`src/rtl/conv_phase_scheduler_if.sv`:
```
// Arbiter mode type and the scheduler's phase-control bundle.
// The master modport is the scheduler; the slave modport is the surrounding datapath.
package conv_phase_pkg;
    typedef enum logic {
        CONVOLUTION = 1'b0,
        POOLING     = 1'b1
    } arbiter_mode_t;
endpackage

interface conv_phase_scheduler_if #(
    parameter int TS_CNT_WIDTH = 16
);
    import conv_phase_pkg::*;

    logic                    timestep;
    logic                    event_fifo_empty;
    logic                    conv_busy;
    logic                    pool_done;
    arbiter_mode_t           mode;
    logic                    conv_enable;
    logic                    pool_start;
    logic                    timestep_done;
    logic [TS_CNT_WIDTH-1:0] timestep_count;
    logic                    busy;
    logic                    overrun;
    logic                    timeout;

    modport master (
        input  timestep, event_fifo_empty, conv_busy, pool_done,
        output mode, conv_enable, pool_start, timestep_done,
        output timestep_count, busy, overrun, timeout
    );

    modport slave (
        output timestep, event_fifo_empty, conv_busy, pool_done,
        input  mode, conv_enable, pool_start, timestep_done,
        input  timestep_count, busy, overrun, timeout
    );
endinterface

```
`src/rtl/conv_phase_scheduler.sv`:
```
// Per-timestep sequencer between the conv and pool phases; owns the BRAM arbiter mode
// and only flips it after the outgoing phase has been idle for DRAIN_CYCLES cycles.
//
// state        | meaning
// S_CONV       | conv module free-running, waiting for a pending timestep and empty FIFO
// S_DRAIN_CONV | conv gated, counting consecutive conv-idle cycles
// S_POOL_START | one-cycle pool launch, arbiter in POOLING
// S_POOL_WAIT  | waiting for pool_done or watchdog expiry
// S_DRAIN_POOL | fixed DRAIN_CYCLES settle before handing BRAM back to conv
// S_DONE       | one-cycle timestep completion pulse, count update
module conv_phase_scheduler
    import conv_phase_pkg::*;
#(
    parameter int unsigned DRAIN_CYCLES = 2,
    parameter bit          POOL_ENABLE  = 1'b1,
    parameter int unsigned POOL_TIMEOUT = 65535,
    parameter int          TS_CNT_WIDTH = 16
) (
    input  logic                  clk,
    input  logic                  rst_n,
    conv_phase_scheduler_if.master bus
);

    localparam int WD_W = (POOL_TIMEOUT > 1) ? $clog2(POOL_TIMEOUT + 1) : 1;

    typedef enum logic [2:0] {
        S_CONV,
        S_DRAIN_CONV,
        S_POOL_START,
        S_POOL_WAIT,
        S_DRAIN_POOL,
        S_DONE
    } state_t;

    state_t                  state;
    state_t                  state_nxt;
    logic [3:0]              drain_cnt;
    logic [WD_W-1:0]         wd_cnt;
    logic                    pending;
    logic                    drain_hit;
    logic                    wd_expire;
    logic                    pending_clr;

    arbiter_mode_t           mode_q;
    logic                    conv_enable_q;
    logic                    pool_start_q;
    logic                    timestep_done_q;
    logic [TS_CNT_WIDTH-1:0] count_q;
    logic                    busy_q;
    logic                    overrun_q;
    logic                    timeout_q;

    always_comb begin
        drain_hit   = (drain_cnt == 4'(DRAIN_CYCLES - 1));
        wd_expire   = (POOL_TIMEOUT != 0) && (wd_cnt == WD_W'(POOL_TIMEOUT - 1));
        state_nxt   = state;
        case (state)
            S_CONV:       if (pending && bus.event_fifo_empty) state_nxt = S_DRAIN_CONV;
            S_DRAIN_CONV: if (!bus.conv_busy && drain_hit)
                              state_nxt = POOL_ENABLE ? S_POOL_START : S_DONE;
            S_POOL_START: state_nxt = S_POOL_WAIT;
            S_POOL_WAIT:  if (bus.pool_done || wd_expire) state_nxt = S_DRAIN_POOL;
            S_DRAIN_POOL: if (drain_hit) state_nxt = S_DONE;
            S_DONE:       state_nxt = S_CONV;
            default:      state_nxt = S_CONV;
        endcase
        pending_clr = (state == S_CONV) && (state_nxt == S_DRAIN_CONV);
    end

    always_ff @(posedge clk or negedge rst_n) begin
        if (!rst_n) begin
            state           <= S_CONV;
            drain_cnt       <= '0;
            wd_cnt          <= '0;
            pending         <= 1'b0;
            mode_q          <= CONVOLUTION;
            conv_enable_q   <= 1'b1;
            pool_start_q    <= 1'b0;
            timestep_done_q <= 1'b0;
            count_q         <= '0;
            busy_q          <= 1'b0;
            overrun_q       <= 1'b0;
            timeout_q       <= 1'b0;
        end else begin
            state <= state_nxt;

            // Idle counter restarts on any conv activity; drain counter in DRAIN_POOL is unconditional.
            if (state_nxt != state)
                drain_cnt <= '0;
            else if (state == S_DRAIN_CONV)
                drain_cnt <= bus.conv_busy ? 4'd0 : drain_cnt + 4'd1;
            else if (state == S_DRAIN_POOL)
                drain_cnt <= drain_cnt + 4'd1;
            else
                drain_cnt <= '0;

            if (state == S_POOL_WAIT && state_nxt == S_POOL_WAIT)
                wd_cnt <= wd_cnt + 1'b1;
            else
                wd_cnt <= '0;

            // A pulse coinciding with the clear is a fresh timestep, not an overrun.
            pending <= bus.timestep | (pending & ~pending_clr);
            if (bus.timestep && pending && !pending_clr)
                overrun_q <= 1'b1;

            if (state == S_POOL_WAIT && !bus.pool_done && wd_expire)
                timeout_q <= 1'b1;

            if (state == S_DONE)
                count_q <= count_q + 1'b1;

            mode_q          <= (state_nxt == S_POOL_START || state_nxt == S_POOL_WAIT ||
                                state_nxt == S_DRAIN_POOL) ? POOLING : CONVOLUTION;
            conv_enable_q   <= (state_nxt == S_CONV);
            pool_start_q    <= (state_nxt == S_POOL_START);
            timestep_done_q <= (state_nxt == S_DONE);
            busy_q          <= (state_nxt != S_CONV);
        end
    end

    assign bus.mode           = mode_q;
    assign bus.conv_enable    = conv_enable_q;
    assign bus.pool_start     = pool_start_q;
    assign bus.timestep_done  = timestep_done_q;
    assign bus.timestep_count = count_q;
    assign bus.busy           = busy_q;
    assign bus.overrun        = overrun_q;
    assign bus.timeout        = timeout_q;

endmodule

```
`src/flat_wrapper.sv`:
```
// flat-port wrapper written by rule: the top's interface ports become plain ports
module conv_phase_scheduler_flat import conv_phase_pkg::*;
#(
    parameter int unsigned DRAIN_CYCLES = 2,
    parameter bit          POOL_ENABLE  = 1'b1,
    parameter int unsigned POOL_TIMEOUT = 65535,
    parameter int          TS_CNT_WIDTH = 16
)
  (clk, rst_n, bus_timestep, bus_event_fifo_empty, bus_conv_busy, bus_pool_done, bus_mode, bus_conv_enable, bus_pool_start, bus_timestep_done, bus_timestep_count, bus_busy, bus_overrun, bus_timeout);
  conv_phase_scheduler_if #(.TS_CNT_WIDTH(TS_CNT_WIDTH)) bus_i ();
  input  logic clk;
  input  logic rst_n;
  input wire logic [$bits(bus_i.timestep)-1:0] bus_timestep;
  input wire logic [$bits(bus_i.event_fifo_empty)-1:0] bus_event_fifo_empty;
  input wire logic [$bits(bus_i.conv_busy)-1:0] bus_conv_busy;
  input wire logic [$bits(bus_i.pool_done)-1:0] bus_pool_done;
  output wire logic [$bits(bus_i.mode)-1:0] bus_mode;
  output wire logic [$bits(bus_i.conv_enable)-1:0] bus_conv_enable;
  output wire logic [$bits(bus_i.pool_start)-1:0] bus_pool_start;
  output wire logic [$bits(bus_i.timestep_done)-1:0] bus_timestep_done;
  output wire logic [$bits(bus_i.timestep_count)-1:0] bus_timestep_count;
  output wire logic [$bits(bus_i.busy)-1:0] bus_busy;
  output wire logic [$bits(bus_i.overrun)-1:0] bus_overrun;
  output wire logic [$bits(bus_i.timeout)-1:0] bus_timeout;
  assign bus_i.timestep = bus_timestep;
  assign bus_i.event_fifo_empty = bus_event_fifo_empty;
  assign bus_i.conv_busy = bus_conv_busy;
  assign bus_i.pool_done = bus_pool_done;
  assign bus_mode = bus_i.mode;
  assign bus_conv_enable = bus_i.conv_enable;
  assign bus_pool_start = bus_i.pool_start;
  assign bus_timestep_done = bus_i.timestep_done;
  assign bus_timestep_count = bus_i.timestep_count;
  assign bus_busy = bus_i.busy;
  assign bus_overrun = bus_i.overrun;
  assign bus_timeout = bus_i.timeout;
  conv_phase_scheduler #(.DRAIN_CYCLES(DRAIN_CYCLES), .POOL_ENABLE(POOL_ENABLE), .POOL_TIMEOUT(POOL_TIMEOUT), .TS_CNT_WIDTH(TS_CNT_WIDTH)) u_core (.clk(clk), .rst_n(rst_n), .bus(bus_i));
endmodule
```
`config.mk`:
```
export PLATFORM = sky130hd
export DESIGN_NAME = conv_phase_scheduler_flat
export DESIGN_NICKNAME = d
export VERILOG_FILES = /design/src/rtl/conv_phase_scheduler_if.sv /design/src/rtl/conv_phase_scheduler.sv /design/src/flat_wrapper.sv
export SDC_FILE = /design/constraint.sdc
export NUM_CORES = 1
export LEC_CHECK = 0
export CAP_MARGIN = 20
export CORE_MARGIN = 8
export CORE_UTILIZATION = 54
export DETAILED_ROUTE_END_ITERATION = 10
export PLACE_DENSITY = 0.8
export SLEW_MARGIN = 25
export SYNTH_ARGS = -nofsm -noshare
export SYNTH_HDL_FRONTEND = slang
export SYNTH_SLANG_ARGS = --single-unit
```
`constraint.sdc`:
```
create_clock -name clk -period 1.84 [get_ports clk]
set_input_delay 0.368 -clock clk [delete_from_list [all_inputs] [get_ports clk]]
set_output_delay 0.368 -clock clk [all_outputs]
set_load 0.005 [all_outputs]
```
==> run_results.csv, run 1 <==
group,metric,value,unit
critical_path,end_kind,"flop",
critical_path,critical-path-top-delay-family,"simple AND/OR/NAND/NOR gates",
critical_path,slowest_stage,"dfrtp_1",
timing,setup-violations-final,0,
floorplan,die_w,79.6,um
logic_synthesis,synth.area.mux_share,0.516,%
finish,fillers,311,
placed_design,dpl-instance-area,2590,um^2
worst_hold_path,hold_class,"input pin to async pin",
global_route,grt_pass1_vias,1613,
global_route,grt_overflow,0,
critical_path,cp.required,2.04,ns
detailed_routing,initialDrtViolationCount,68,
logic_synthesis,synth-xor-area-share,12.0,%
clocking,cts_resized,1,
logic_synthesis,synth-simple-area-share,22.9,%
power,powerDensity,949,nW/um^2
timing,fin_worst_skew,0.0114,ns
timing,finalHoldViolCount,0,
logic_synthesis,synth_nets,208,
clocking,cts_tree,"yes",
clocking,postCtsSetupBuffers,0,
floorplan,start_util,55.4,%
power,ir_drop,0.494,mV
floorplan,design.portCount,29,
placed_design,gp_congestion,0.737,
global_route,grt_pass1_wl,7270,um
flow_run,drv_cap,0,
logic_synthesis,syn_area,2180,um^2
timing,fin_crit,1.76,ns
placed_design,port_buffers,28,
finish,drive_gt1_share,15.1,%
critical_path,worstPathMaxFanout,4,
global_route,grt_max_degree,25,
timing,period_share,95.8,%
critical_path,crit_chain,"ha_1 > nor3b_1 > and2_1 > or3_1 > or3_1",
logic_synthesis,synth_flop_cell,"dfrtp_1",
clocking,clock_latency,0.31,ns
critical_path,start_kind,"flop",
logic_synthesis,synth-async-reset-ratio,100,%
global_route,track_usage,14.7,%
finish,final_nets,249,
logic_synthesis,syn_avg_cell_area,11.1,um^2
detailed_routing,routed_wl,4140,um
detailed_routing,wl_per_cell,14.3,um
timing,tns,0,ns
critical_path,max_stage_delay,0.43,ns
floorplan,core_region_area,3940,um^2
clocking,cts_root_buf,"clkbuf_8",
timing,fmax,568,MHz
finish,design_area,2710,um^2
logic_synthesis,seq_area_frac_synth,53.9,%
logic_synthesis,synth.distinct_cells,42,
logic_synthesis,synth_compound_area_share,4.53,%
placed_design,dpl_worst_slack,-0.181,ns
floorplan,floorplan.rows,23,
logic_synthesis,synth_edf_count,0,
power,finalPower,2.57,mW
power,p_leak,1.18,nW
finish,syn2layout_area_growth,24.2,%
logic_synthesis,synth_adder_area_share,2.87,%
detailed_routing,drt.antenna.violating_nets,0,
logic_synthesis,ys_ff_latch,47,
detailed_routing,drc_errors,0,
placed_design,dp_hpwl,3150,um
outcome,status,"finished clean",
logic_synthesis,synth_top_family_by_area,"simple AND/OR/NAND/NOR gates",
floorplan,die_h,79.6,um
timing,worst_slack,0.0780,ns
critical_path,crit_start,"u_core.drain_cnt[0]",
clocking,cts_hold_buffers,0,
timing,slew_headroom,63.6,%
finish,antennaDiodeCount,0,
clocking,clockBufferDepth,2,
detailed_routing,via_count,1523,
timing,rsz0062_at_grt,"false",
detailed_routing,drt_first_pass_iters,4,
critical_path,timing.rr.start,"u_core.drain_cnt[0]",
clocking,numCtsBuffers,5,
logic_synthesis,synth_cells,197,
floorplan,dieArea,6330,um^2
logic_synthesis,yosysWarnings,0,
critical_path,crit_arrival,1.96,ns
detailed_routing,via_per_inst,5.27,
critical_path,critPathBufInv,0,
timing,drv_slew,0,
clocking,htreeDepth,2,
timing,worst_slew_pin_slew,0.546,ns
critical_path,path_common_cell,"or3_1",
clocking,path_clk_slew,0.09,ns
clocking,cts_sinks,47,
global_route,antenna_found_initial,0,
critical_path,worstSetupPathType,"flop to flop",
registers in the layout, summed over array words and instances, names as in the netlist:
register and count:
u_core.bus.timestep_count 16, u_core.bus.timeout 1, u_core.wd_cnt 16, u_core.bus.overrun 1, u_core.bus.conv_enable 1, u_core.drain_cnt 4
u_core.bus.mode 1, u_core.bus.busy 1, u_core.bus.timestep_done 1, u_core.bus.pool_start 1, u_core.pending 1, u_core.state 3
synth_stat cells (all sizes together), types with 2 or more instances:
library cell	number	area, um^2
nor3b	2	15.0
nand2	8	30.0
nor3	7	40.0
inv	6	22.5
ha	5	62.6
dfrtp	46	1150
o21ai	2	10.0
buf	5	36.3
nand2b	3	18.8
and2	3	18.8
a21oi	3	15.0
a21o	3	23.8
or3	3	18.8
xnor2	16	140
xor2	14	123
nor2	22	82.6
nand3	10	50.1
and3	3	18.8
clkbuf	3	12.5
nand4	10	62.6
and4	7	65.1
nor2b	5	31.3
path summary, 6_finish.rpt:
kind	slack, ns	end	depth (start not counted)
setup / recovery	0.08	u_core.bus.busy	5
setup reg to reg	0.08	u_core.bus.busy	5
min in group clk	0.47	u_core.bus.timeout	1
hold / removal	0.03	u_core.drain_cnt[3]	1
max in group asynchronous	1.26	u_core.wd_cnt[9]	2
hold reg to reg	0.47	u_core.bus.timeout	1
cell usage in the layout (no fill, tap or decap), drive strengths merged, types with 5 or more instances in the layout:
master,netlist,routed
and4,7,7
buf,5,15
clkbuf,3,5
clkdlybuf4s50,0,27
dfrtp,46,46
ha,5,5
inv,6,7
nand2,8,8
nand3,10,10
nand4,10,10
nor2,22,22
nor2b,5,5
nor3,7,7
xnor2,16,16
xor2,14,14
layer usage:
layer	part of all wire (%)	global-route usage, %	vias to the layer above
met5	0	0	-
met4	1.7	6.67	0
met3	4.8	4.73	6
met2	51	26.2	21
met1	42	15.4	742
li1	-	-	754
worst register-to-register path, cell delays in order (launching register included):
cell and delay, ns:
dfrtp_1 0.43, ha_1 0.22, nor3b_1 0.14, and2_1 0.16, or3_1 0.39, or3_1 0.31
cell families (layout without fill, tap and decap cells):
family,after synthesis,count (layout)
adder cells (fa/ha/maj),5,5
multiplexers,1,1
XOR/XNOR,30,30
AO/OA/AOI/OAI,12,12
buffers and inverters,14,56
AND/OR/NAND/NOR,88,88
flip-flops,47,47
cell type report:
cell class | instances | area [um^2] | share of cell area (%)
clock inverter | 3 | 46.3 | 1.71
sequential | 47 | 1180 | 43.4
clock buffer | 5 | 68.8 | 2.54
multi-input combinational | 136 | 941 | 34.7
inverter | 6 | 22.5 | 0.831
timing repair buffer | 42 | 393 | 14.5
tap | 50 | 62.6 | 2.31
power by group:
group          internal [mW]  switching, mW
Clock                  0.409          0.360
Combinational          0.317          0.236
Sequential              1.14          0.109
Total                   1.87          0.705
through the flow:
step | util, % | cells | hold slack [ns]
floorplan | - | 197 | 0.0724
global placement | 65.7 | 281 | 0.382
detailed placement | 65.7 | 281 | 0.384
CTS | 68.8 | 289 | 0.0371
global route | 68.8 | 289 | 0.0530
finish | 68.8 | 289 | 0.0321
Note: power is estimated with default switching activity, not from simulation.
==> inputs of run 2 (changes only) <==
==> constraint.sdc (replaced) <==
create_clock -name clk -period 1.84 [get_ports clk]
set_input_delay 0.368 -clock clk [delete_from_list [all_inputs] [get_ports clk]]
set_output_delay 0.368 -clock clk [all_outputs]
set_load 0.1 [all_outputs]
==> run 2 against run 1 <==
Effect of this change:
- clock skew is 0.0057 ns lower
- worst setup slack got worse by 0.019 ns
- fmax shrank 1.0%
- die area unchanged
==> run_results.csv, run 2 (same netlist as run 1, synthesis figures left out) <==
group,metric,value,unit
critical_path,end_kind,"flop",
detailed_routing,drt_first_pass_iters,4,
placed_design,dpl_worst_slack,-0.213,ns
global_route,grt_use_met1,15.6,%
finish,multi_input_area,952,um^2
floorplan,floorplan.rows,23,
timing,worst_slack,0.0594,ns
critical_path,critPathBufInv,1,
critical_path,start_kind,"flop",
global_route,grtUsageMet2,22.7,%
global_route,grt_pass1_vias,1506,
global_route,grt_max_degree,48,
finish,final_nets,248,
floorplan,die_w,79.6,um
timing,fmax,562,MHz
clocking,postCtsSetupBuffers,0,
clocking,cts_hold_buffers,0,
flow_run,drv_cap,0,
finish,fillers,251,
timing,fin_worst_skew,0.00564,ns
finish,fin_util,75.1,%
clocking,htreeDepth,2,
timing,drv_slew,0,
clocking,path_clk_slew,0.08,ns
critical_path,cp.required,2.02,ns
detailed_routing,via_count,1514,
timing,setup-violations-final,0,
critical_path,max_stage_delay,0.41,ns
global_route,grt_pass1_wl,6840,um
clocking,cts_sinks,47,
finish,final_common_cell,"dfrtp_1",
timing,rsz0062_at_grt,"false",
clocking,numCtsBuffers,5,
worst_hold_path,hold_class,"input pin to async pin",
floorplan,die_h,79.6,um
detailed_routing,drt.antenna.violating_nets,0,
floorplan,dieArea,6330,um^2
critical_path,slowest_stage,"dfrtp_1",
power,powerDensity,1070,nW/um^2
clocking,cts_tree,"yes",
clocking,clock_latency,0.30,ns
critical_path,worstSetupPathType,"flop to flop",
power,p_leak,1.28,nW
detailed_routing,initialDrtViolationCount,77,
timing,period_share,96.8,%
global_route,grt_overflow,0,
outcome,status,"finished clean",
detailed_routing,routed_wl,3910,um
placed_design,port_buffers,28,
timing,worst_slew_pin_slew,0.508,ns
finish,drive_gt1_share,29.0,%
power,ir_drop,0.638,mV
timing,fin_crit,1.78,ns
floorplan,start_util,55.4,%
timing,timing.hold.ws,0.0383,ns
timing,tns,0,ns
critical_path,worstPathMaxFanout,4,
global_route,antenna_found_initial,0,
critical_path,crit_chain,"ha_1 > and3_1 > and4_4 > o31ai_4 > inv_2 > or3_1",
placed_design,gp_congestion,0.770,
critical_path,crit_arrival,1.96,ns
detailed_routing,drc_errors,0,
finish,design_area,2960,um^2
placed_design,dpl-instance-area,2830,um^2
finish,antennaDiodeCount,0,
finish,layout_common_cells,"36 x dfrtp_1, 24 x buf_12, 22 x nor2_1",
placed_design,dp_hpwl,2890,um
timing,finalHoldViolCount,0,
clocking,cts_resized,1,
critical_path,critical-path-top-delay-family,"simple AND/OR/NAND/NOR gates",
global_route,track_usage,13.9,%
global_route,grt.busiest_layer,"met2",
floorplan,design.portCount,29,
clocking,clockBufferDepth,2,
finish,seqCellArea,1190,um^2
timing,slew_headroom,66.1,%
clocking,cts_root_buf,"clkbuf_8",
floorplan,core_region_area,3940,um^2
global_route,use_met3,5.07,%
detailed_routing,via_per_inst,5.26,
finish,syn2layout_area_growth,35.6,%
detailed_routing,wl_per_cell,13.6,um
## run 2: cell types whose count changed in the layout (fill, tap and decap cells not counted), sizes merged
cell           before  now
clkbuf              5    6
inv                 7    6
clkinvlp            1    0
clkinv              0    1
clkdlybuf4s50      27    4
buf                15   37
## run 2: worst paths after layout
| check | cells after the start | from | end | slack [ns] |
|---|---|---|---|---|
| min in group clk | 1 | u_core.drain_cnt[0] | u_core.drain_cnt[0] | 0.50 |
| min | 2 | rst_n | u_core.drain_cnt[2] | 0.04 |
| max reg2reg | 6 | u_core.wd_cnt[1] | u_core.bus.busy | 0.06 |
| min reg2reg | 1 | u_core.drain_cnt[0] | u_core.drain_cnt[0] | 0.50 |
| max in group asynchronous | 2 | rst_n | u_core.bus.conv_enable | 1.54 |
| max | 6 | u_core.wd_cnt[1] | u_core.bus.busy | 0.06 |
## run 2: metrics by stage
| step | power (mW) | cells |
|---|---|---|
| after floorplan | 1.95 | 197 |
| after global placement | 2.38 | 280 |
| after detailed placement | 2.41 | 280 |
| after CTS | 3.18 | 288 |
| after global routing | 3.30 | 288 |
| final | 3.16 | 288 |
## run 2: power by group
part           internal [mW]  switching [mW]  leakage, nW  total [mW]
sequential              1.15           0.126        0.617        1.27
combinational          0.453           0.668        0.597        1.12
clock                  0.439           0.324       0.0612       0.764
## run 2: area by class of cell
class / instances / area share [%]
clock buffer: 6 / 2.79
clock inverter: 2 / 1.18
inverter: 6 / 0.761
multi-input combinational: 136 / 32.2
sequential: 47 / 40.2
tap: 50 / 2.11
timing repair buffer: 41 / 20.8
## run 2: layer usage
| layer | vias up | wire length, um |
|---|---|---|
| li1 | 751 | - |
| met1 | 732 | 1690 |
| met2 | 23 | 1920 |
| met3 | 8 | 218 |
| met4 | 0 | 87 |
| met5 | - | 0 |
